## src/rtl/breakout_game_ctrl.sv

```systemverilog
// Round sequencer for the breakout game: attract/serve/play/miss/clear/over flow
// plus lives, score, level and blocks-remaining bookkeeping, paced by the frame strobe.
module breakout_game_ctrl #(
  parameter int LIVES_INIT    = 3,
  parameter int NUM_BLOCKS    = 5,
  parameter int PTS_PER_BLOCK = 10,
  parameter int SERVE_FRAMES  = 60,
  parameter int MISS_FRAMES   = 90,
  parameter int CLEAR_FRAMES  = 120
) (
  input  logic        pix_clk,
  input  logic        reset_n,
  input  logic        frame,
  input  logic        btn_left,
  input  logic        btn_right,
  input  logic        ball_lost,
  input  logic        block_hit,
  output logic [2:0]  state,
  output logic        serve,
  output logic        play_en,
  output logic        blocks_reload,
  output logic [3:0]  lives,
  output logic [15:0] score,
  output logic [3:0]  level,
  output logic [3:0]  blocks_left
);

  typedef enum logic [2:0] {
    S_ATTRACT = 3'd0,
    S_SERVE   = 3'd1,
    S_PLAY    = 3'd2,
    S_MISS    = 3'd3,
    S_CLEAR   = 3'd4,
    S_OVER    = 3'd5
  } state_e;

  localparam logic [7:0] OVER_LOCKOUT = 8'd30;

  state_e      state_q, state_d;
  logic [7:0]  tmr_q, tmr_d;
  logic        btn_prev_q, btn_prev_d;
  logic [3:0]  lives_q, lives_d;
  logic [15:0] score_q, score_d;
  logic [3:0]  level_q, level_d;
  logic [3:0]  blocks_left_q, blocks_left_d;
  logic        reload_q, reload_d;
  logic        serve_q, serve_d;
  logic        play_en_q, play_en_d;

  logic        btn_any, press, timed_state;
  logic [16:0] score_sum;

  assign btn_any     = btn_left | btn_right;
  assign press       = frame & btn_any & ~btn_prev_q;
  assign timed_state = (state_q == S_SERVE) || (state_q == S_MISS) ||
                       (state_q == S_CLEAR) || (state_q == S_OVER);
  assign score_sum   = {1'b0, score_q} + 17'(PTS_PER_BLOCK);

  // NOTE: every always_comb target gets a default first so no path leaves it unassigned (no latch).
  always_comb begin
    state_d       = state_q;
    tmr_d         = tmr_q;
    btn_prev_d    = frame ? btn_any : btn_prev_q;
    lives_d       = lives_q;
    score_d       = score_q;
    level_d       = level_q;
    blocks_left_d = blocks_left_q;
    reload_d      = 1'b0;

    case (state_q)
      S_ATTRACT: if (press) begin
        lives_d       = 4'(LIVES_INIT);
        score_d       = '0;
        level_d       = '0;
        blocks_left_d = 4'(NUM_BLOCKS);
        reload_d      = 1'b1;
        state_d       = S_SERVE;
      end
      S_SERVE: if (frame && tmr_q == 8'(SERVE_FRAMES - 1)) state_d = S_PLAY;
      S_PLAY: begin
        // A hit that empties the wall wins over a simultaneous miss.
        if (block_hit && blocks_left_q != 4'd0) begin
          score_d       = score_sum[16] ? 16'hFFFF : score_sum[15:0];
          blocks_left_d = blocks_left_q - 4'd1;
          if (blocks_left_q == 4'd1) state_d = S_CLEAR;
        end
        if (ball_lost && state_d == S_PLAY) begin
          lives_d = (lives_q != 4'd0) ? lives_q - 4'd1 : 4'd0;
          state_d = S_MISS;
        end
      end
      S_MISS: if (frame && tmr_q == 8'(MISS_FRAMES - 1))
        state_d = (lives_q == 4'd0) ? S_OVER : S_SERVE;
      S_CLEAR: if (frame && tmr_q == 8'(CLEAR_FRAMES - 1)) begin
        level_d       = (level_q == 4'd15) ? 4'd15 : level_q + 4'd1;
        blocks_left_d = 4'(NUM_BLOCKS);
        reload_d      = 1'b1;
        state_d       = S_SERVE;
      end
      S_OVER: if (press && tmr_q >= OVER_LOCKOUT) state_d = S_ATTRACT;
      default: state_d = S_ATTRACT;
    endcase

    if (state_d != state_q)      tmr_d = '0;
    else if (frame && timed_state) tmr_d = tmr_q + 8'd1;

    serve_d   = (state_d == S_ATTRACT) || (state_d == S_SERVE);
    play_en_d = (state_d == S_PLAY);
  end

  // NOTE: sequential state uses non-blocking assignments so all registers update from pre-edge values.
  always_ff @(posedge pix_clk) begin
    if (!reset_n) begin
      state_q       <= S_ATTRACT;
      tmr_q         <= '0;
      btn_prev_q    <= 1'b1;
      lives_q       <= 4'(LIVES_INIT);
      score_q       <= '0;
      level_q       <= '0;
      blocks_left_q <= 4'(NUM_BLOCKS);
      reload_q      <= 1'b0;
      serve_q       <= 1'b1;
      play_en_q     <= 1'b0;
    end else begin
      state_q       <= state_d;
      tmr_q         <= tmr_d;
      btn_prev_q    <= btn_prev_d;
      lives_q       <= lives_d;
      score_q       <= score_d;
      level_q       <= level_d;
      blocks_left_q <= blocks_left_d;
      reload_q      <= reload_d;
      serve_q       <= serve_d;
      play_en_q     <= play_en_d;
    end
  end

  assign state         = state_q;
  assign serve         = serve_q;
  assign play_en       = play_en_q;
  assign blocks_reload = reload_q;
  assign lives         = lives_q;
  assign score         = score_q;
  assign level         = level_q;
  assign blocks_left   = blocks_left_q;

endmodule
```

## config.mk

```make
export PLATFORM = sky130hd
export DESIGN_NAME = breakout_game_ctrl
export DESIGN_NICKNAME = d
export VERILOG_FILES = /design/src/rtl/breakout_game_ctrl.sv
export SDC_FILE = /design/constraint.sdc
export NUM_CORES = 1
export LEC_CHECK = 0
export ABC_AREA = 1
export CAP_MARGIN = 25
export CELL_PAD_IN_SITES_DETAIL_PLACEMENT = 1
export CELL_PAD_IN_SITES_GLOBAL_PLACEMENT = 2
export CORE_MARGIN = 10
export CORE_UTILIZATION = 27
export DETAILED_ROUTE_END_ITERATION = 10
export GPL_TIMING_DRIVEN = 0
export PLACE_DENSITY_LB_ADDON = 0.1
export SLEW_MARGIN = 0
export SYNTH_ARGS = -nofsm -noshare
export SYNTH_HDL_FRONTEND = slang
export SYNTH_SLANG_ARGS = --single-unit
```

## constraint.sdc

```tcl
create_clock -name pix_clk -period 1.4 [get_ports pix_clk]
set_input_delay 0.21 -clock pix_clk [delete_from_list [all_inputs] [get_ports pix_clk]]
set_output_delay 0.21 -clock pix_clk [all_outputs]
set_load 0.02 [all_outputs]
```

# [After elaboration in Yosys (flattened, before gate mapping)]
# Index checks and enable logic that the tools add are counted.
[classes] addsub=5 n_lt_le_gt_ge=1 eq_ne=18 mux=30 bitwise=5 n_reduce_logical=24
[ops] op="two-way mux 16 bit" count=3
[ops] op="two-way mux 4 bit" count=9
[ops] op="case mux 16 bit (2 select lines)" count=1
[ops] op="two-way mux 3 bit" count=10
[ops] op="case mux 3 bit (6 select lines)" count=1
[ops] op="adder 16 x 4 -> 17 bit, second input constant" count=1
[ops] op="equality test 8 x 7 -> 1 bit, second input constant" count=2
[ops] op="case mux 4 bit (2 select lines)" count=2
[ops] op="equality test 3 x 2 -> 1 bit, second input constant" count=4
[ops] op="case mux 4 bit (3 select lines)" count=1
[ops] op="AND reduction 3 bit" count=3
[ops] op="adder 8 x 1 -> 8 bit, second input constant" count=1
[ops] op="equality test 8 x 6 -> 1 bit, second input constant" count=1
[ops] op=">= comparator 8 x 5 -> 1 bit, second input constant" count=1
[ops] op="nonzero test 4 bit" count=2
[ops] op="subtractor 4 x 1 -> 4 bit, second input constant" count=2
[ops] op="logical AND 1 bit" count=7
[ops] op="equality test 3 x 1 -> 1 bit, second input constant" count=2
[ops] op="equality test 3 bit, second input constant" count=2
[ops] op="zero test 3 bit" count=2
[ops] op="!= test 2 bit, second input constant" count=3
[ops] op="adder 4 x 1 -> 4 bit, second input constant" count=1
[ops] op="equality test 4 x 1 -> 1 bit, second input constant" count=1
[ops] op="equality test 4 bit, second input constant" count=1
[ops] op="13 further kinds" count=20
[totals] ff_bits=43 inputBits=7 output_inout_bits=34 elab_cells=93

# [Logic depth before layout (Yosys ltp)]
[depth] word_depth=10 ltp_mapped=13

# [Worst setup path before layout]
# No wires, ideal clock.
[synth_path] kind="flip-flop to flip-flop" start="reg blocks_left_q[0] (netlist: blocks_left[0])" end="reg blocks_left_q[2] (netlist: blocks_left[2])" t_arrival_ns=1.600 required_ns=1.282 setup_slack_ns=-0.318 stages_incl_launch_ff=10 n_path_buf=0 cell_sequence="dfxtp_1 > inv_1 > ha_1 > nand2_1 > nand2_1 > o21ai_0 > nand3_2 > nor2_1 > xnor2_1 > nand2_1"
[synth_via] elab_chain_cells=4
[synth_rtl] element="from (decl)" line_no="45" text="logic [3:0] blocks_left_q, blocks_left_d;"
[synth_rtl] element="from (signal assigned)" line_no="120" text="blocks_left_q <= 4'(NUM_BLOCKS);"
[synth_rtl] element="from (signal assigned)" line_no="131" text="blocks_left_q <= blocks_left_d;"
[synth_rtl] element="branches (longest 4 deep; another with subtractor 4 x 1 -> 4 bit)"
# Several ways; the timed one is not identified. The select of a mux whose other input is x is not followed.
# A chain may end at the register's enable or synchronous reset.

# [Worst setup path in the final report]
# Ends and elaborated chain as after synthesis.

==> metrics.txt <==
status complete, but fails checks; failing checks negative setup slack; synth unique cells 35; Power Dens Cells ~570 nW/um^2; Post-Route Setup TNS -6.50 ns; syn avg cell area 6.99 um^2; final setup skew 0.00850 ns; Max Slew Vio Count 0; Post-DP HPWL 6.03 mm; routability cong. around 0.79; critical path arrival 1.84 ns; flop2flop setup slack -0.24 ns; H-Tree Depth 2; post-synthesis compound-gate area fraction 10.8%; Starting Density 27.9%; diode count 0; area share of fa/ha/maj cells after synthesis 3.36%; die height 118 um; fraction of layout cells with a size suffix above 1 a little over two fifths; total power 2.41 mW; clk buf depth 2; Setup Crit Path Kind reg2reg; PortBufs 40; Residual DRC 0; Synth Cell Area between 2000 and 3000 um^2; Area growth syn-to-layout 62.3%; Skew-Pair Late Insertion Delay between 0.3 and 0.4 ns; Worst Path Max Fanout 5; die area ~14000 um^2; Vias 2715; Endpoint, Worst Hold lives[3]; final setup fails 40; cts hold-fix bufs 0; cell count after synthesis 373; max-cap viol count 0; Seq/Total Area, Yosys 33.0%; Worst Setup End Kind flop; Final period util 117%; combinational share of power 13.9%; peak per-stage delay on the critical path 0.38 ns; largest family of logic cells by synthesized area simple AND/OR/NAND/NOR gates; fin util 45.4%; vias in the first global route 2805; Hold Violations, Final 0; clock period minus worst slack between 1.5 and 2 ns; RSZ-0062 raised after global routing true; YS warnings 0; CTS root buf clkbuf_8; most common cell after layout, fill and taps aside nand2_1; 1st-iter DRT viols 96; Synth Net Count 387; P_int 1.72 mW; XOR/XNOR Fraction of Synth Area approximately 5.4%; largest net degree at the start of global routing 14; FF-to-FF Start blocks_left[0]; CTS tree done; worst-case reg-to-reg path depth 10; remaining antenna violation count 0; Seq pwr share 51.3%; hold path start lives[3]; Rel. slew slack 70.6%; row count 35; routed length per instance 14.3 um; hold path depth 2; fmax 610 MHz; Clk pin slew, worst setup/hold paths ~0.09 ns; grt total ovfl 0; Least-Margin Pin Slew about 0.44 ns; crit-path most repeated cell nand2_1; final worst slack -0.239 ns; Slowest-stage cell, CP dfxtp_4; Via density 4.48; Clk pwr share 34.8%; Startpoint Class flop; worst hold path type reg2reg; Nets 490; CP cell instances inv_4 -> ha_4 -> buf_4 -> nand2_2 -> nand2_1 -> o21ai_2 -> nand3_4 -> nor2_4 -> xnor2_2 -> nand2_1; cts bufs inserted 5; Die Width 118 um; Core ar. 9330 um^2; Leakage ~1.9 nW; Yosys reg bits 43; worst hold slack roughly 0.46 ns; antenna violations before repair 0; RR Endpoint blocks_left[2]; final wirelength between 8 and 9 mm; Max VDD drop 0.358 mV; post-synthesis mux area share 0%; first-pass GRT wire length 14.4 mm; required time of the worst setup path 1.60 ns; Tot GR Track Use 12.2%; Synth Area in Simple Gates 38.4%; sw power 692 uW; CTS sink count 43; most frequent cells in the layout nand2_1, inv_1, buf_4, dlygate4sd2_1, nor2_1; IO Pins 41; DRT Pass-1 Iters 4; Net Sw Frac between 20% and 30%
==> synth_stat cells, drive strengths merged <==
| master | instances | area share (%) |
|---|---|---|
| a21oi | 17 | 3.6 |
| ha | 7 | 3.4 |
| a211oi | 2 | 0.58 |
| o21bai | 1 | 0.29 |
| xnor2 | 3 | 1.0 |
| o22ai | 1 | 0.24 |
| o211ai | 3 | 0.86 |
| nor2 | 62 | 12 |
| dfxtp | 43 | 33 |
| xor2 | 13 | 4.4 |
| a31oi | 3 | 0.72 |
| nand4 | 4 | 0.96 |
| clkinv | 1 | 0.14 |
| inv | 58 | 8.5 |
| clkbuf | 2 | 0.29 |
| nand3 | 34 | 9.0 |
| o221ai | 1 | 0.34 |
| nand2 | 92 | 15 |
| o21ai | 20 | 4.0 |
| nor3 | 5 | 1.5 |
| a21o | 1 | 0.29 |
==> flip-flops by register name (all words and copies together), names as in the netlist <==
name,count
score,16
tmr_q,8
blocks_left,4
level,4
lives,4
state,3
blocks_reload,1
btn_prev_q,1
play_en,1
serve,1
==> metrics by stage <==
| step | worst slack (ns) | instances | area [um^2] |
|---|---|---|---|
| finish | -0.239 | 606 | 4230 |
| global placement | -0.657 | 542 | 3270 |
| floorplan | -0.0591 | 373 | 2710 |
| CTS | -0.171 | 588 | 3850 |
| detailed placement | -0.647 | 542 | 3270 |
| global route | -0.366 | 606 | 4230 |
==> cell type report <==
| type | instances | area (um^2) |
|---|---|---|
| plain buffers | 2 | 10.0 |
| clock buffers | 6 | 72.6 |
| clock inverters | 2 | 11.3 |
| fillers | 1156 | 5100 |
| inverters | 59 | 263 |
| multi-input cells | 269 | 1940 |
| flip-flops and latches | 43 | 905 |
| well taps | 129 | 161 |
| repair buffers | 95 | 861 |
| repair inverters | 1 | 11.3 |
==> cells by family (layout without fill, tap and decap cells) <==
| group | Yosys count | in the layout |
|---|---|---|
| XOR/XNOR | 16 | 16 |
| flip-flops | 43 | 43 |
| buffers and inverters | 61 | 165 |
| adder cells (fa/ha/maj) | 7 | 7 |
| AND/OR/NAND/NOR | 197 | 197 |
| AO/OA/AOI/OAI | 49 | 49 |
==> timing repair <==
action	4_1_cts	5_1_grt
gates resized for setup	101	62
buffers inserted	37	18
setup endpoints to repair	74	43
endpoints found under the hold margin	0	0
pin swaps	34	26
gates cloned	1	0
==> power groups by stage <==
stage / Sequential (mW) / Combinational [mW] / Clock (mW)
floorplan: 1.28 / 0.123 / 0
CTS: 1.24 / 0.278 / 0.874
finish: 1.24 / 0.334 / 0.839
global placement: 1.27 / 0.218 / 0
detailed placement: 1.27 / 0.222 / 0
global route: 1.24 / 0.360 / 0.939
==> worst max-delay path, delay by kind of cell (launching register included) <==
| family | cells | cell delay, ns |
|---|---|---|
| xor+xnor | 1 | 0.11 |
| compound gates | 1 | 0.19 |
| buf+inv | 2 | 0.16 |
| fa+ha+maj | 1 | 0.15 |
| flops | 1 | 0.38 |
| simple gates | 5 | 0.54 |
==> metal layers <==
layer	routed length (um)	GRT usage, %	part of all wire [%]	up-vias
li1	-	-	-	1398
met1	4020	15.6	46	1274
met2	4190	20.0	48	36
met3	359	3.14	4.1	7
met4	93	3.17	1.1	0
met5	0	0	0	-
==> worst max-delay path by stage <==
stage	startpoint	end	slack, ns	cells past startpoint
2_1_floorplan	score[2]	score[13]	-0.06	10
3_3_place_gp	frame	tmr_q[7]	-0.66	10
3_5_place_dp	frame	tmr_q[0]	-0.65	10
4_1_cts	tmr_q[1]	tmr_q[0]	-0.17	12
5_1_grt	blocks_left[0]	tmr_q[7]	-0.37	11
6_report	blocks_left[0]	blocks_left[2]	-0.24	10
(Power assumes the default switching activity.)
